==> config.mk <==
export PLATFORM = sky130hd
export DESIGN_NAME = regfile_seq_ctrl
export DESIGN_NICKNAME = d
export VERILOG_FILES = /design/src/rtl/regfile_seq_ctrl.sv
export SDC_FILE = /design/constraint.sdc
export NUM_CORES = 1
export LEC_CHECK = 0
export CORE_AREA = 4 4 61 63
export DETAILED_ROUTE_END_ITERATION = 6
export DIE_AREA = 0 0 65 67
export PLACE_DENSITY = 0.93
export SYNTH_ARGS = -nofsm -noshare
export SYNTH_HDL_FRONTEND = slang
export SYNTH_SLANG_ARGS = --single-unit
export TNS_END_PERCENT = 10
==> constraint.sdc <==
create_clock -name clk -period 3.8 [get_ports clk]
set_input_delay 0.76 -clock clk [delete_from_list [all_inputs] [get_ports clk]]
set_output_delay 0.76 -clock clk [all_outputs]
set_load 0.01 [all_outputs]
==> src/rtl/regfile_seq_ctrl.sv <==
// regfile_seq_ctrl
// Multi-cycle sequencer driving a 4x4 two-read/one-write register file.
// One 9-bit instruction is accepted per valid/ready handshake and walks
// IDLE -> READ -> EXEC -> WB, so throughput is one instruction per 4 cycles.
//
// Ports:
//   clk, nRST            clock (rising edge), asynchronous active-low reset
//   instr, instr_valid   instruction [8:6] op, [5:4] rd, [3:2] ra, [1:0] rb
//   instr_ready          high only in IDLE
//   A_addr, B_addr       register file read addresses (registered at accept)
//   A_data, B_data       register file read data (combinational from addresses)
//   nWE, D_addr, D_data  register file write port, nWE active low in WB
//   done                 one-cycle pulse in the write-back cycle
//   busy                 high whenever the state is not IDLE
//   flag_z, flag_c       zero / carry(borrow) flags of the last ALU operation
module regfile_seq_ctrl #(
    parameter int DATA_W = 4,
    parameter int ADDR_W = 2
) (
    input  logic              clk,
    input  logic              nRST,
    input  logic [8:0]        instr,
    input  logic              instr_valid,
    output logic              instr_ready,
    output logic [ADDR_W-1:0] A_addr,
    output logic [ADDR_W-1:0] B_addr,
    input  logic [DATA_W-1:0] A_data,
    input  logic [DATA_W-1:0] B_data,
    output logic              nWE,
    output logic [ADDR_W-1:0] D_addr,
    output logic [DATA_W-1:0] D_data,
    output logic              done,
    output logic              busy,
    output logic              flag_z,
    output logic              flag_c
);

    typedef enum logic [1:0] {IDLE, READ, EXEC, WB} state_t;

    typedef enum logic [2:0] {
        OP_NOP, OP_LDI, OP_MOV, OP_ADD, OP_SUB, OP_AND, OP_OR, OP_XOR
    } op_t;

    state_t            state_q, state_d;
    op_t               op_q;
    logic [ADDR_W-1:0] rd_q;
    logic [DATA_W-1:0] imm_q;
    logic [DATA_W-1:0] a_q, b_q;
    logic              carry_q;

    logic [DATA_W-1:0] alu_res;
    logic              alu_c;
    logic [DATA_W:0]   sum;
    logic              accept;
    logic              alu_op;

    assign accept = instr_valid && (state_q == IDLE);
    // Only ADD..XOR touch the flags; NOP, LDI and MOV leave them alone.
    assign alu_op = (op_q == OP_ADD) || (op_q == OP_SUB) || (op_q == OP_AND) ||
                    (op_q == OP_OR)  || (op_q == OP_XOR);

    // State register
    always_ff @(posedge clk or negedge nRST) begin
        if (!nRST) state_q <= IDLE;
        else       state_q <= state_d;
    end

    // Next-state logic
    always_comb begin
        state_d = state_q;
        unique case (state_q)
            IDLE: if (accept) state_d = READ;
            READ: state_d = EXEC;
            EXEC: state_d = WB;
            WB:   state_d = IDLE;
            default: state_d = IDLE;
        endcase
    end

    // Outputs decoded from state; reset forces IDLE asynchronously, which
    // releases nWE in the same instant a reset hits during WB.
    always_comb begin
        instr_ready = (state_q == IDLE);
        busy        = (state_q != IDLE);
        done        = (state_q == WB);
        nWE         = !((state_q == WB) && (op_q != OP_NOP));
    end

    // Built-in ALU working on the captured operands
    always_comb begin
        sum     = {1'b0, a_q} + {1'b0, b_q};
        alu_res = '0;
        alu_c   = 1'b0;
        unique case (op_q)
            OP_NOP: alu_res = '0;
            OP_LDI: alu_res = imm_q;
            OP_MOV: alu_res = a_q;
            OP_ADD: begin
                alu_res = sum[DATA_W-1:0];
                alu_c   = sum[DATA_W];
            end
            OP_SUB: begin
                alu_res = a_q - b_q;
                alu_c   = (a_q < b_q);
            end
            OP_AND: alu_res = a_q & b_q;
            OP_OR:  alu_res = a_q | b_q;
            OP_XOR: alu_res = a_q ^ b_q;
            default: alu_res = '0;
        endcase
    end

    // Datapath registers
    always_ff @(posedge clk or negedge nRST) begin
        if (!nRST) begin
            op_q    <= OP_NOP;
            rd_q    <= '0;
            imm_q   <= '0;
            A_addr  <= '0;
            B_addr  <= '0;
            a_q     <= '0;
            b_q     <= '0;
            carry_q <= 1'b0;
            D_addr  <= '0;
            D_data  <= '0;
            flag_z  <= 1'b0;
            flag_c  <= 1'b0;
        end else begin
            unique case (state_q)
                IDLE: if (accept) begin
                    op_q   <= op_t'(instr[8:6]);
                    rd_q   <= instr[5:4];
                    imm_q  <= instr[DATA_W-1:0];
                    A_addr <= instr[3:2];
                    B_addr <= instr[1:0];
                end
                READ: begin
                    a_q <= A_data;
                    b_q <= B_data;
                end
                EXEC: begin
                    // D_data doubles as the result register
                    D_data  <= alu_res;
                    carry_q <= alu_c;
                    D_addr  <= rd_q;
                end
                WB: if (alu_op) begin
                    flag_c <= carry_q;
                    flag_z <= (D_data == '0);
                end
                default: ;
            endcase
        end
    end

endmodule

==> out/results.tsv, run 1 <==
metric	value	unit
RSZ-0062 raised after global routing	false	
final design utilization	64.6	%
clock tree root buffer cell	clkbuf_4	
Reg2Reg Depth	9	
CP cell instances	or3_1 -> nand2_1 -> clkdlybuf4s50_1	
Seq cells post-synth	28	
VDD IR max	374	uV
CTS tree	yes	
Cells after Synth	168	
DRC Markers	0	
max incr delay on CP	0.66	ns
Worst Path Required	3.04	ns
TNS Setup	0	ns
worst skew pair latency	0.33	ns
routed len/inst	12.8	um
delay-heaviest family, CP	flip-flops	
antenna diode count	0	
Area Growth Syn to Fin	23.8	%
Seq/Total Area, Yosys	41.6	%
Initial Util	52.1	%
GR Util All Layers	15.3	%
crit path max fanout	21	
Buf+Inv Stages, Crit Path	1	
hold depth	1	
gpl congestion	0.921	
syn nets	206	
Startpoint Class	flop	
Setup CP Type	reg -> out	
DR pass1 iterations	4	
post-placement cell area	2060	sq um
reg-to-reg setup timing slack	1.82	ns
crit share post-route	73.6	%
P per Cell Area	866	nW/um^2
post_cts resized	0	
clk sinks	28	
clk buf depth	2	
Placed Instances	244	
status	completed	
pre-CTS WS	1.39	ns
drt first-iter violations	34	
Pleak	0.928	nW
Routed WL	3.15	mm
H-tree Lvls	1	
CP arrival	2.04	ns
FF+latch area	701	sq um
Layout Cells excl Fill	247	
Total Power	1.81	mW
Rel. slew slack	55.1	%
critical path's slowest cell	dfrtp_1	
Total Nets Final	241	
Site Rows	21	
Core Area	3230	sq um
antenna violations before repair	0	
Mapped Area	1690	sq um
worst r2r src	a_q[0]	
syn avg cell area	10.0	sq um
final hold vios	0	
Max-Cap Viols	0	
postcts setup bufs	0	
chip height	67	um
# fillers	276	
Tmin final	2.80	ns
slew at the pin with the worst max-slew slack	0.673	ns
area occupied by multi-input gates	885	sq um
largest net degree at the start of global routing	29	
most used cells in the layout excluding fill and tap cells	clkdlybuf4s50_1, dfrtp_1, nand2_1	
commonest non-fill, non-tap cell in the layout	clkdlybuf4s50_1	
clock skew	0.0110	ns
crit path capture type	output port	
I/O Buffers	35	
fmax	358	MHz
fin area	2090	sq um
Hold-fix buffers, CTS	0	
Reg clk slew, reported paths	0.14	ns
CTS Buf Count	3	
Distinct cells, synth	36	
Vias per Instance	5.01	
first-pass GRT wire length	5.13	mm
die width	65	um
vias in the first global route	1159	
hold slack	0.497	ns
gr ovfl total	0	
Vias	1238	
Synth Warn #	0	
Final HPWL DP	2.51	mm
die area	4360	sq um
reg-to-reg endpoint	D_data[2]	
post-route ant nets	0	
Worst Hold End	D_addr[1]	
layout cells sized above 1	9.45	%
fin. max-slew vios	0	
IO Pins	36	
final setup margin	1.00	ns
hold path start	D_addr[1]	
Hold Crit Class	reg -> reg	
Finish-stage setup viols	0	
[routing by layer]
layer  vias up  GRT usage (%)  routed length, um
met5         -              0                  0
met4         0           3.17                 23
met3         4           4.05                159
met2        33           27.2               1520
met1       565           18.6               1450
li1        636              -                  -
[worst register-to-register path, cell delays in order, from the launching register on]
cell,delay [ns]
dfrtp_1,0.44
inv_1,0.11
ha_1,0.19
inv_1,0.06
fa_1,0.39
xnor2_1,0.15
nand3b_1,0.09
a21oi_1,0.08
a221oi_1,0.22
a21oi_1,0.10
[flip-flops by register name, summed over array words and instances, names as in the netlist, 2 cells and up]
name and count:
op_q 3, a_q 4, A_addr 2, state_q 2, b_q 4, rd_q 2, D_data 4, D_addr 2
[cell usage after synthesis (all sizes together)]
cell type | count | share of area [%]
o31ai | 1 | 0.45
ha | 17 | 13
a221oi | 4 | 2.4
nand3b | 2 | 0.89
o22ai | 2 | 0.74
o21bai | 1 | 0.67
clkbuf | 2 | 0.45
or3 | 2 | 0.74
a31oi | 1 | 0.37
buf | 4 | 1.7
fa | 1 | 1.2
dfrtp | 28 | 42
o211ai | 2 | 0.89
o221ai | 1 | 0.52
o21ai | 17 | 5.0
mux2 | 14 | 9.6
or4 | 1 | 0.45
o21a | 1 | 0.45
mux2i | 3 | 1.8
xnor2 | 4 | 2.1
nor3b | 1 | 0.45
a21oi | 8 | 2.8
inv | 17 | 3.8
nor2 | 10 | 2.2
xor2 | 1 | 0.52
nand2 | 19 | 4.2
a21o | 1 | 0.45
nand3 | 3 | 0.89
[power by group]
part | internal, mW | switching (mW) | total, mW
Combinational | 0.557 | 0.519 | 1.08
Sequential | 0.446 | 0.166 | 0.612
Clock | 0.0373 | 0.0833 | 0.121
[final cells by class]
| type | instances | share of cell area (%) |
|---|---|---|
| clock buffer | 3 | 1.08 |
| inverter | 17 | 3.06 |
| multi-input combinational | 117 | 42.4 |
| sequential | 28 | 33.6 |
| tap | 46 | 2.76 |
| timing repair buffer | 36 | 17.1 |
[cells by family (layout without fill, tap and decap cells)]
group                      Yosys count  in the layout  synth area share (%)
muxes                               17             17                  11.4
DFF                                 28             28                  41.6
adders and majority gates           18             18                  13.8
xor gates and xnor gates             5              5                  2.60
buffers and inverters               23             56                  5.94
and+or+nand+nor                     38             38                  9.87
AOI/OAI and AO/OA                   39             39                  14.8
[how the worst max path moves through the flow]
stage                        from         to  depth (start not counted)
after detailed placement  op_q[2]        nWE                          3
final                     op_q[2]        nWE                          3
after global routing      op_q[2]        nWE                          3
after CTS                 op_q[2]        nWE                          3
after floorplan            a_q[0]  D_data[2]                          9
after global placement    op_q[2]        nWE                          3
Power figures use the tool's default switching activity.
==> run 2: changes to the inputs <==
--- a/config.mk
+++ b/config.mk
@@ -5,10 +5,10 @@
 export SDC_FILE = /design/constraint.sdc
 export NUM_CORES = 1
 export LEC_CHECK = 0
-export CORE_AREA = 4 4 61 63
+export CORE_AREA = 4 4 64 66
 export DETAILED_ROUTE_END_ITERATION = 6
-export DIE_AREA = 0 0 65 67
-export PLACE_DENSITY = 0.93
+export DIE_AREA = 0 0 68 70
+export PLACE_DENSITY = 0.86
 export SYNTH_ARGS = -nofsm -noshare
 export SYNTH_HDL_FRONTEND = slang
 export SYNTH_SLANG_ARGS = --single-unit
==> constraint.sdc (replaced) <==
create_clock -name clk -period 2.6 [get_ports clk]
set_input_delay 0.52 -clock clk [delete_from_list [all_inputs] [get_ports clk]]
set_output_delay 0.52 -clock clk [all_outputs]
set_load 0.01 [all_outputs]
==> out/results.tsv, run 2 (same netlist as run 1, synthesis figures left out) <==
metric	value	unit
status	completed	
DR pass1 iterations	4	
Worst Path Required	2.08	ns
Vias per Instance	5.21	
final setup margin	0.150	ns
crit path max fanout	14	
Total Nets Final	242	
Hold Crit Class	reg -> reg	
Rel. slew slack	63.1	%
crit share post-route	94.2	%
slew at the pin with the worst max-slew slack	0.554	ns
top flop regs	D_data: 4 flops, a_q: 4 flops, b_q: 4 flops	
Finish-stage setup viols	0	
fin. max-slew vios	0	
layout cells sized above 1	10.3	%
DRC Markers	0	
gpl congestion	0.926	
H-tree Lvls	1	
vias in the first global route	1292	
antenna diode count	0	
clk sinks	28	
Startpoint Class	flop	
CP arrival	1.93	ns
RSZ-0062 raised after global routing	false	
CTS tree	yes	
I/O Buffers	35	
P per Cell Area	1320	nW/um^2
Initial Util	47.1	%
pre-CTS WS	0.539	ns
VDD IR max	694	uV
crit path capture type	output port	
Setup CP Type	reg -> out	
CP cell instances	or3_1 -> nand2_1 -> clkdlybuf4s50_1	
max incr delay on CP	0.57	ns
routed len/inst	13.8	um
Max-Cap Viols	0	
Site Rows	22	
clk buf depth	2	
most used cells in the layout excluding fill and tap cells	clkdlybuf4s50_1, dfrtp_1, nand2_1	
Hold-fix buffers, CTS	0	
GR Util All Layers	16.0	%
IO Pins	36	
CTS Buf Count	3	
Pleak	0.947	nW
clock tree root buffer cell	clkbuf_4	
post-route ant nets	0	
commonest non-fill, non-tap cell in the layout	clkdlybuf4s50_1	
postcts setup bufs	0	
clock skew	0.00995	ns
first-pass GRT wire length	5.96	mm
TNS Setup	0	ns
post_cts resized	0	
Final HPWL DP	2.69	mm
Core Area	3580	sq um
antenna violations before repair	0	
Area Growth Syn to Fin	26.2	%
fmax	408	MHz
largest net degree at the start of global routing	29	
die width	68	um
gr ovfl total	0	
Vias	1307	
worst skew pair latency	0.33	ns
Tmin final	2.45	ns
final hold vios	0	
drt first-iter violations	47	
Routed WL	3.48	mm
Reg clk slew, reported paths	0.15	ns
chip height	70	um
die area	4760	sq um
critical path's slowest cell	dfrtp_1	
run 2: cell count changes in the layout (fill, tap and decap cells not counted), sizes merged:
cell / delta
bufinv: +1
buf: +1
run 2: through the flow:
| step | hold WS, ns | instance area [sq um] | instances | total power [mW] | utilization, % |
|---|---|---|---|---|---|
| floorplan | 0.224 | 1690 | 168 | 1.99 | - |
| finish | 0.511 | 2130 | 251 | 2.80 | 59.4 |
| CTS | 0.515 | 2130 | 251 | 2.82 | 59.4 |
| global placement | 0.468 | 2070 | 247 | 2.45 | 58.0 |
| detailed placement | 0.483 | 2070 | 247 | 2.53 | 58.0 |
| global route | 0.534 | 2130 | 251 | 3.05 | 59.4 |
run 2: cell type report:
type | instances | area, sq um
Clock buffer | 3 | 22.5
Clock inverter | 1 | 30.0
Multi-Input combinational cell | 117 | 885
Sequential cell | 28 | 701
Fill cell | 338 | 1450
Inverter | 17 | 63.8
Timing Repair Buffer | 37 | 365
Tap cell | 48 | 60.1
run 2: where the power goes:
group | switching, mW | internal [mW]
logic | 0.820 | 0.825
registers | 0.217 | 0.652
clock network | 0.129 | 0.156
run 2: final timing paths:
check,start,end,slack (ns),cells past startpoint
max in group asynchronous,nRST,B_addr[0],1.79,2
max reg2reg,a_q[0],D_data[2],0.60,9
min in group asynchronous,nRST,flag_c,0.54,2
max,op_q[1],nWE,0.15,3
min reg2reg,rd_q[1],D_addr[1],0.51,1
min,rd_q[1],D_addr[1],0.51,1
run 2: metal layers:
metal / up-vias / wire, um / GRT usage [%]
met5: - / 0 / 0
met4: 0 / 66 / 5.96
met3: 7 / 178 / 2.25
met2: 37 / 1680 / 25.2
met1: 621 / 1550 / 21.9
li1: 642 / - / -
run 2: worst max-delay path: cells and delay by family (launching register included):
| kind | cells | cell delay, ns |
|---|---|---|
| DFF | 1 | 0.57 |
| buffers and inverters | 1 | 0.53 |
| and+or+nand+nor | 2 | 0.51 |
